## config.mk

```make
export PLATFORM = sky130hd
export DESIGN_NAME = ex_muldiv_unit
export DESIGN_NICKNAME = d
export VERILOG_FILES = /design/src/rtl/ex_muldiv_unit_pkg.sv /design/src/rtl/ex_muldiv_unit_md_sign_fix.sv /design/src/rtl/ex_muldiv_unit.sv
export SDC_FILE = /design/constraint.sdc
export NUM_CORES = 1
export LEC_CHECK = 0
export ABC_AREA = 1
export ABC_CLOCK_PERIOD_IN_PS = 4800
export BUFFER_PORTS_ARGS = -buffer_cell sky130_fd_sc_hd__buf_2
export CAP_MARGIN = 10
export CORE_MARGIN = 1.5
export CORE_UTILIZATION = 45
export CTS_BUF_LIST = sky130_fd_sc_hd__clkbuf_8 sky130_fd_sc_hd__clkbuf_16
export CTS_CLUSTER_SIZE = 8
export DETAILED_ROUTE_END_ITERATION = 10
export HOLD_SLACK_MARGIN = 0.02
export PLACE_DENSITY = 0.65
export RECOVER_POWER = 100
export SYNTH_ARGS = -nofsm -noshare
export SYNTH_HDL_FRONTEND = slang
export SYNTH_SLANG_ARGS = --single-unit
```

## constraint.sdc

```tcl
create_clock -name clk -period 4.8 [get_ports clk]
set_input_delay 0.96 -clock clk [delete_from_list [all_inputs] [get_ports clk]]
set_output_delay 0.96 -clock clk [all_outputs]
set_load 0.05 [all_outputs]
```

## src/rtl/ex_muldiv_unit_pkg.sv

```systemverilog
// Shared types and op-decode helpers for the iterative RV32M multiply/divide unit.
package ex_muldiv_unit_pkg;

    typedef enum logic [2:0] {
        OP_MUL    = 3'b000,
        OP_MULH   = 3'b001,
        OP_MULHSU = 3'b010,
        OP_MULHU  = 3'b011,
        OP_DIV    = 3'b100,
        OP_DIVU   = 3'b101,
        OP_REM    = 3'b110,
        OP_REMU   = 3'b111
    } muldiv_op_t;

    typedef enum logic [1:0] {
        MD_IDLE = 2'b00,
        MD_CALC = 2'b01,
        MD_DONE = 2'b10
    } md_state_t;

    function automatic logic op_is_div(input muldiv_op_t op);
        return op[2];
    endfunction

    function automatic logic op_is_rem(input muldiv_op_t op);
        return op[2] & op[1];
    endfunction

    function automatic logic op_signed_a(input muldiv_op_t op);
        return (op == OP_MULH) || (op == OP_MULHSU) || (op == OP_DIV) || (op == OP_REM);
    endfunction

    // MULHSU treats rs2 as unsigned, so only three ops have a signed b.
    function automatic logic op_signed_b(input muldiv_op_t op);
        return (op == OP_MULH) || (op == OP_DIV) || (op == OP_REM);
    endfunction

    // MULH, MULHSU and MULHU return the upper half of the product.
    function automatic logic op_sel_high(input muldiv_op_t op);
        return !op[2] && (op[1:0] != 2'b00);
    endfunction

endpackage

```

## src/rtl/ex_muldiv_unit_md_sign_fix.sv

```systemverilog
// Conditional two's-complement negate; gives |x| on operands and applies the result sign.
module md_sign_fix #(
    parameter int W = 32
) (
    input  logic [W-1:0] val_i,
    input  logic         neg_i,
    output logic [W-1:0] val_o
);

    assign val_o = neg_i ? (~val_i + W'(1)) : val_i;

endmodule

```

## src/rtl/ex_muldiv_unit.sv

```systemverilog
// Iterative multiply/divide execute unit: one bit per cycle, shift-add multiply and
// restoring divide on operand magnitudes, with the sign applied when the result is registered.
module ex_muldiv_unit
    import ex_muldiv_unit_pkg::*;
#(
    parameter int WIDTH = 32,
    parameter int TAG_W = 5
) (
    input  logic             clk,
    input  logic             rst,
    input  logic             flush,
    input  logic             req_valid,
    output logic             req_ready,
    input  logic [2:0]       req_op,
    input  logic [WIDTH-1:0] req_a,
    input  logic [WIDTH-1:0] req_b,
    input  logic [TAG_W-1:0] req_tag,
    output logic             resp_valid,
    input  logic             resp_ready,
    output logic [WIDTH-1:0] resp_data,
    output logic [TAG_W-1:0] resp_tag
);

    localparam int CNT_W = $clog2(WIDTH + 1);
    localparam logic [WIDTH-1:0] MIN_VAL = {1'b1, {(WIDTH-1){1'b0}}};

    md_state_t        state_q, state_d;
    muldiv_op_t       op_q, op_d;
    logic [TAG_W-1:0] tag_q, tag_d;
    logic             neg_res_q, neg_res_d;
    logic [WIDTH-1:0] hi_q, hi_d;
    logic [WIDTH-1:0] lo_q, lo_d;
    logic [WIDTH-1:0] opd_q, opd_d;
    logic [CNT_W-1:0] cnt_q, cnt_d;
    logic             resp_valid_q, resp_valid_d;
    logic [WIDTH-1:0] resp_data_q, resp_data_d;
    logic [TAG_W-1:0] resp_tag_q, resp_tag_d;

    muldiv_op_t       req_op_e;
    logic             neg_a, neg_b;
    logic [WIDTH-1:0] mag_a, mag_b;
    logic             accept;
    logic             div_by_zero, div_ovf;
    logic [WIDTH-1:0] special_data;

    assign req_op_e  = muldiv_op_t'(req_op);
    assign req_ready = (state_q == MD_IDLE) && !rst;
    assign accept    = req_valid && req_ready && !flush;

    assign neg_a = op_signed_a(req_op_e) && req_a[WIDTH-1];
    assign neg_b = op_signed_b(req_op_e) && req_b[WIDTH-1];

    md_sign_fix #(.W(WIDTH)) u_abs_a (
        .val_i (req_a),
        .neg_i (neg_a),
        .val_o (mag_a)
    );

    md_sign_fix #(.W(WIDTH)) u_abs_b (
        .val_i (req_b),
        .neg_i (neg_b),
        .val_o (mag_b)
    );

    assign div_by_zero = op_is_div(req_op_e) && (req_b == '0);
    assign div_ovf     = ((req_op_e == OP_DIV) || (req_op_e == OP_REM)) &&
                         (req_a == MIN_VAL) && (req_b == '1);

    always_comb begin
        special_data = '0;
        if (div_by_zero) begin
            special_data = op_is_rem(req_op_e) ? req_a : '1;
        end else if (div_ovf) begin
            special_data = op_is_rem(req_op_e) ? '0 : MIN_VAL;
        end
    end

    // Multiply keeps {hi, lo} as the 2*WIDTH product with the multiplier shifting out of lo;
    // divide shifts the dividend out of lo into hi and the quotient bits into lo.
    logic [WIDTH:0]     mul_sum;
    logic [WIDTH:0]     div_rs;
    logic               div_ge;
    logic [WIDTH-1:0]   div_diff;
    logic [WIDTH-1:0]   iter_hi, iter_lo;
    logic [2*WIDTH-1:0] raw_res, fixed_res;
    logic [WIDTH-1:0]   final_res;

    assign mul_sum  = {1'b0, hi_q} + (lo_q[0] ? {1'b0, opd_q} : {(WIDTH+1){1'b0}});
    assign div_rs   = {hi_q, lo_q[WIDTH-1]};
    assign div_ge   = (div_rs >= {1'b0, opd_q});
    assign div_diff = div_rs[WIDTH-1:0] - opd_q;

    always_comb begin
        if (op_is_div(op_q)) begin
            iter_hi = div_ge ? div_diff : div_rs[WIDTH-1:0];
            iter_lo = {lo_q[WIDTH-2:0], div_ge};
        end else begin
            iter_hi = mul_sum[WIDTH:1];
            iter_lo = {mul_sum[0], lo_q[WIDTH-1:1]};
        end
    end

    always_comb begin
        if (!op_is_div(op_q)) begin
            raw_res = {iter_hi, iter_lo};
        end else if (op_is_rem(op_q)) begin
            raw_res = {{WIDTH{1'b0}}, iter_hi};
        end else begin
            raw_res = {{WIDTH{1'b0}}, iter_lo};
        end
    end

    md_sign_fix #(.W(2*WIDTH)) u_fix_res (
        .val_i (raw_res),
        .neg_i (neg_res_q),
        .val_o (fixed_res)
    );

    assign final_res = op_sel_high(op_q) ? fixed_res[2*WIDTH-1:WIDTH] : fixed_res[WIDTH-1:0];

    always_comb begin
        state_d      = state_q;
        op_d         = op_q;
        tag_d        = tag_q;
        neg_res_d    = neg_res_q;
        hi_d         = hi_q;
        lo_d         = lo_q;
        opd_d        = opd_q;
        cnt_d        = cnt_q;
        resp_valid_d = resp_valid_q;
        resp_data_d  = resp_data_q;
        resp_tag_d   = resp_tag_q;

        case (state_q)
            MD_IDLE: begin
                if (accept) begin
                    op_d      = req_op_e;
                    tag_d     = req_tag;
                    neg_res_d = op_is_rem(req_op_e) ? neg_a : (neg_a ^ neg_b);
                    cnt_d     = CNT_W'(WIDTH);
                    if (div_by_zero || div_ovf) begin
                        state_d      = MD_DONE;
                        resp_valid_d = 1'b1;
                        resp_data_d  = special_data;
                        resp_tag_d   = req_tag;
                    end else begin
                        state_d = MD_CALC;
                        hi_d    = '0;
                        lo_d    = op_is_div(req_op_e) ? mag_a : mag_b;
                        opd_d   = op_is_div(req_op_e) ? mag_b : mag_a;
                    end
                end
            end
            MD_CALC: begin
                hi_d  = iter_hi;
                lo_d  = iter_lo;
                cnt_d = cnt_q - CNT_W'(1);
                if (cnt_q == CNT_W'(1)) begin
                    state_d      = MD_DONE;
                    resp_valid_d = 1'b1;
                    resp_data_d  = final_res;
                    resp_tag_d   = tag_q;
                end
            end
            MD_DONE: begin
                if (resp_ready) begin
                    state_d      = MD_IDLE;
                    resp_valid_d = 1'b0;
                end
            end
            default: begin
                state_d      = MD_IDLE;
                resp_valid_d = 1'b0;
            end
        endcase

        if (flush) begin
            state_d      = MD_IDLE;
            resp_valid_d = 1'b0;
            cnt_d        = '0;
        end
    end

    always_ff @(posedge clk) begin
        if (rst) begin
            state_q      <= MD_IDLE;
            op_q         <= OP_MUL;
            tag_q        <= '0;
            neg_res_q    <= 1'b0;
            hi_q         <= '0;
            lo_q         <= '0;
            opd_q        <= '0;
            cnt_q        <= '0;
            resp_valid_q <= 1'b0;
            resp_data_q  <= '0;
            resp_tag_q   <= '0;
        end else begin
            state_q      <= state_d;
            op_q         <= op_d;
            tag_q        <= tag_d;
            neg_res_q    <= neg_res_d;
            hi_q         <= hi_d;
            lo_q         <= lo_d;
            opd_q        <= opd_d;
            cnt_q        <= cnt_d;
            resp_valid_q <= resp_valid_d;
            resp_data_q  <= resp_data_d;
            resp_tag_q   <= resp_tag_d;
        end
    end

    assign resp_valid = resp_valid_q;
    assign resp_data  = resp_data_q;
    assign resp_tag   = resp_tag_q;

endmodule

```

==> qor.csv <==
metric,value,unit
rr_worst_depth,26,
overflow,0,
synth.largest_area_cell,nand2_1,
ys.warnings.count,0,
cp-end-kind,flip-flop,
ys_ff_latch,151,
syn_area_per_cell,5.41,um2
fp.dieH,203,um
fmax,215,MHz
setup_slack,153,ps
post-dp-hpwl,71100,um
setup_viol,0,
layout_min_cycle_time,4650,ps
synth_edf_count,0,
async_flop_share,0,%
start_util,45.4,%
rr_startpoint,opd_q[19]$_SDFFE_PP0P_,
drt_first_pass_iters,6,
drive_gt1_share,8.83,%
io_buffers,115,
gp_congestion,1.06,
grt_setup_unrepaired,no,
routed_wl,87900,um
hold_path_end,lo_q[20]$_SDFFE_PP0P_,
clkLatencyLatePin,480,ps
cts_sinks,151,
postRouteAntennaNets,0,
worst_slew_pin_slew,1460,ps
rows,73,
tns,0,ps
drc_errors,0,
die_area,41200,um2
grtUsageTotal,42.3,%
drtIter0Drc,2904,
clk_pin_slew_worst_paths,90,ps
leakage,0.0104,uW
ys_types,55,
ctsHtreeMaxLevel,4,
max_cap_violations,0,
max-slew-margin-rel,2.94,%
io_pins,116,
cts_buffers,17,
fin_nets,3580,
routedWlPerCell,22.1,um
grt_max_degree,78,
post-place-ws,19.1,ps
hold_path_class,flip-flop to flip-flop,
die_w,203,um
r2r_setup_slack,150,ps
r2r-end,resp_data[1]$_SDFFE_PP0P_,
clock_path_buffers,2,
antenna_found_initial,4,
cts_tree,built,
coreArea,39600,um2
cp-start-kind,flip-flop,
cp_data_arrival_time,5040,ps
skew,25.8,ps
vias_per_cell,5.85,
cts-root-buf,clkbuf_16,
synthesis.nets,3476,
ys.flop_type,dfxtp_1,
power.density,228,nW/um2
crit_type,flip-flop to flip-flop,
status,finished clean,
synthCells,3327,
peakVddDrop,0.236,mV
via_count,23200,
critPathMaxFanout,19,
syn-cell-area,18000,um2
grt_pass1_wl,131000,um
synthTopCellsByArea,"nand2_1 (23%), dfxtp_1 (17%), inv_1 (9.5%)",
post-route-period-util,96.8,%
grt_pass1_vias,21500,
slew_violations,0,
worstHoldStart,lo_q[20]$_SDFFE_PP0P_,
fillers,4484,
cp_data_required_time,5190,ps
yosysSeqAreaShare,16.8,%
min_path_cells,2,
synth_top_area_share,23.0,%
hold_violations,0,
area_growth,11.3,%
==> cell usage in the layout (no fill, tap or decap), types with 5 or more instances in the layout <==
| cell type | count |
|---|---|
| nor3_1 | 40 |
| clkinv_1 | 6 |
| o221ai_1 | 5 |
| buf_4 | 89 |
| inv_2 | 6 |
| clkbuf_1 | 46 |
| nand3_1 | 240 |
| dfxtp_2 | 5 |
| o21ai_0 | 180 |
| nand3_2 | 5 |
| o211ai_1 | 23 |
| a211oi_1 | 20 |
| a21oi_1 | 260 |
| ha_1 | 69 |
| o21ai_1 | 5 |
| o21bai_1 | 12 |
| o31ai_1 | 7 |
| nand2_1 | 1103 |
| nor2_2 | 17 |
| nand3b_1 | 17 |
| nand2_2 | 22 |
| inv_1 | 454 |
| nor2_1 | 301 |
| xnor2_1 | 30 |
| or2_2 | 22 |
| nor2_4 | 8 |
| xor2_1 | 62 |
| a31oi_1 | 27 |
| dfxtp_1 | 146 |
| nor4_1 | 14 |
| buf_2 | 74 |
| nand4_1 | 45 |
| clkbuf_16 | 17 |
==> routing by layer <==
metal  global-route usage [%]  wire [um]  vias up
met4                     21.9       4950        2
met5                        0         10        -
li1                         -          -    10900
met1                     55.3      35800    10700
met2                     66.1      37900     1394
met3                     7.78       9250      245
==> cells by family (layout without fill, tap and decap cells) <==
kind of cell | after synthesis | after routing | synth area share, %
AO/OA/AOI/OAI | 567 | 567 | 17.5
adder cells (fa/ha/maj) | 72 | 72 | 5.09
other | 0 | 2 | 0
AND/OR/NAND/NOR | 1852 | 1852 | 43.5
XOR/XNOR | 92 | 92 | 4.48
buffers and inverters | 593 | 710 | 12.6
flip-flops | 151 | 151 | 16.8
==> how the worst max path moves through the flow <==
| stage | endpoint | from | cells after the start |
|---|---|---|---|
| after floorplan | resp_data[17]$_SDFFE_PP0P_ | lo_q[0]$_SDFFE_PP0P_ | 31 |
| after global placement | resp_data[12]$_SDFFE_PP0P_ | opd_q[23]$_SDFFE_PP0P_ | 27 |
| after detailed placement | resp_data[24]$_SDFFE_PP0P_ | opd_q[23]$_SDFFE_PP0P_ | 29 |
| after CTS | resp_data[24]$_SDFFE_PP0P_ | opd_q[23]$_SDFFE_PP0P_ | 29 |
| after global routing | resp_data[5]$_SDFFE_PP0P_ | opd_q[21]$_SDFFE_PP0P_ | 26 |
| final | resp_data[1]$_SDFFE_PP0P_ | opd_q[19]$_SDFFE_PP0P_ | 26 |
==> per-stage QoR <==
step	std cells	hold WS [ps]	total power (uW)	utilization (%)	area (um2)
floorplan	3327	430	2450	-	18000
global placement	3935	454	3040	49.1	19500
detailed placement	3935	457	3050	49.1	19500
CTS	3968	469	4500	50.7	20100
global route	3971	488	4760	50.6	20000
finish	3971	468	4570	50.6	20000
==> synthesized netlist by cell type (14+ instances only) <==
library cell     n
nor2_1         305
clkbuf_1        98
xor2_1          62
nand2_2         21
buf_1           14
o21ai_0        181
dfxtp_1        151
nor4_1          14
a211oi_1        21
nand3b_1        17
nand3_1        238
nand4_1         45
nor2_2          15
inv_1          455
ha_1            70
or2_2           22
nor3_1          41
o211ai_1        23
a21oi_1        262
nand2_1       1105
xnor2_1         30
a31oi_1         27
==> registers in the layout, summed over array words and instances (netlist names) <==
register and count:
resp_valid 1, op_q 3, neg_res_q 1, cnt_q 6
hi_q 32, opd_q 32, resp_tag 5, lo_q 32
resp_data 32, state_q 2, tag_q 5
==> report_power, final <==
| group | switching (uW) | internal, uW |
|---|---|---|
| clock network | 687 | 788 |
| logic | 1260 | 495 |
| registers | 44.3 | 1290 |
==> what timing repair did <==
item                                    CTS  global route
gates resized for setup                   0            18
setup buffers                             1             1
hold buffers                              0             0
endpoints found under the hold margin     0             0
endpoints found under the setup margin    1            29
gates cloned                              0             0
pin swaps                                 1             1
==> worst max-delay path, cell delays in order (launching register included) <==
cell and delay, ps:
dfxtp_1 510, inv_1 80, ha_1 350, nand2_1 150, inv_1 50, nand2_1 70
nand2_1 70, nand2_1 60, nand2_1 70, nand2_1 60, nand2_1 90, nor2_4 260
buf_4 320, nand3_1 110, nand3_1 120, nand2_1 140, a21oi_4 270, nand3_1 140
nor2_1 210, nand2_1 190, nor2_2 280, nand2_1 200, nand2_2 180, nor2_1 70
o22ai_1 300, nand2_1 100, a21oi_1 140
==> final cells by class <==
cell class              instances  area, um2  area share (%)
diodes                          2       5.00          0.0250
clock buffers                  17        425            2.12
clock inverters                15        180           0.899
inverters                     466       1750            8.73
multi-input cells            2583      12800            63.6
flip-flops and latches        151       3030            15.1
well taps                     525        657            3.28
repair buffers                212       1240            6.19
(Power assumes the default switching activity.)
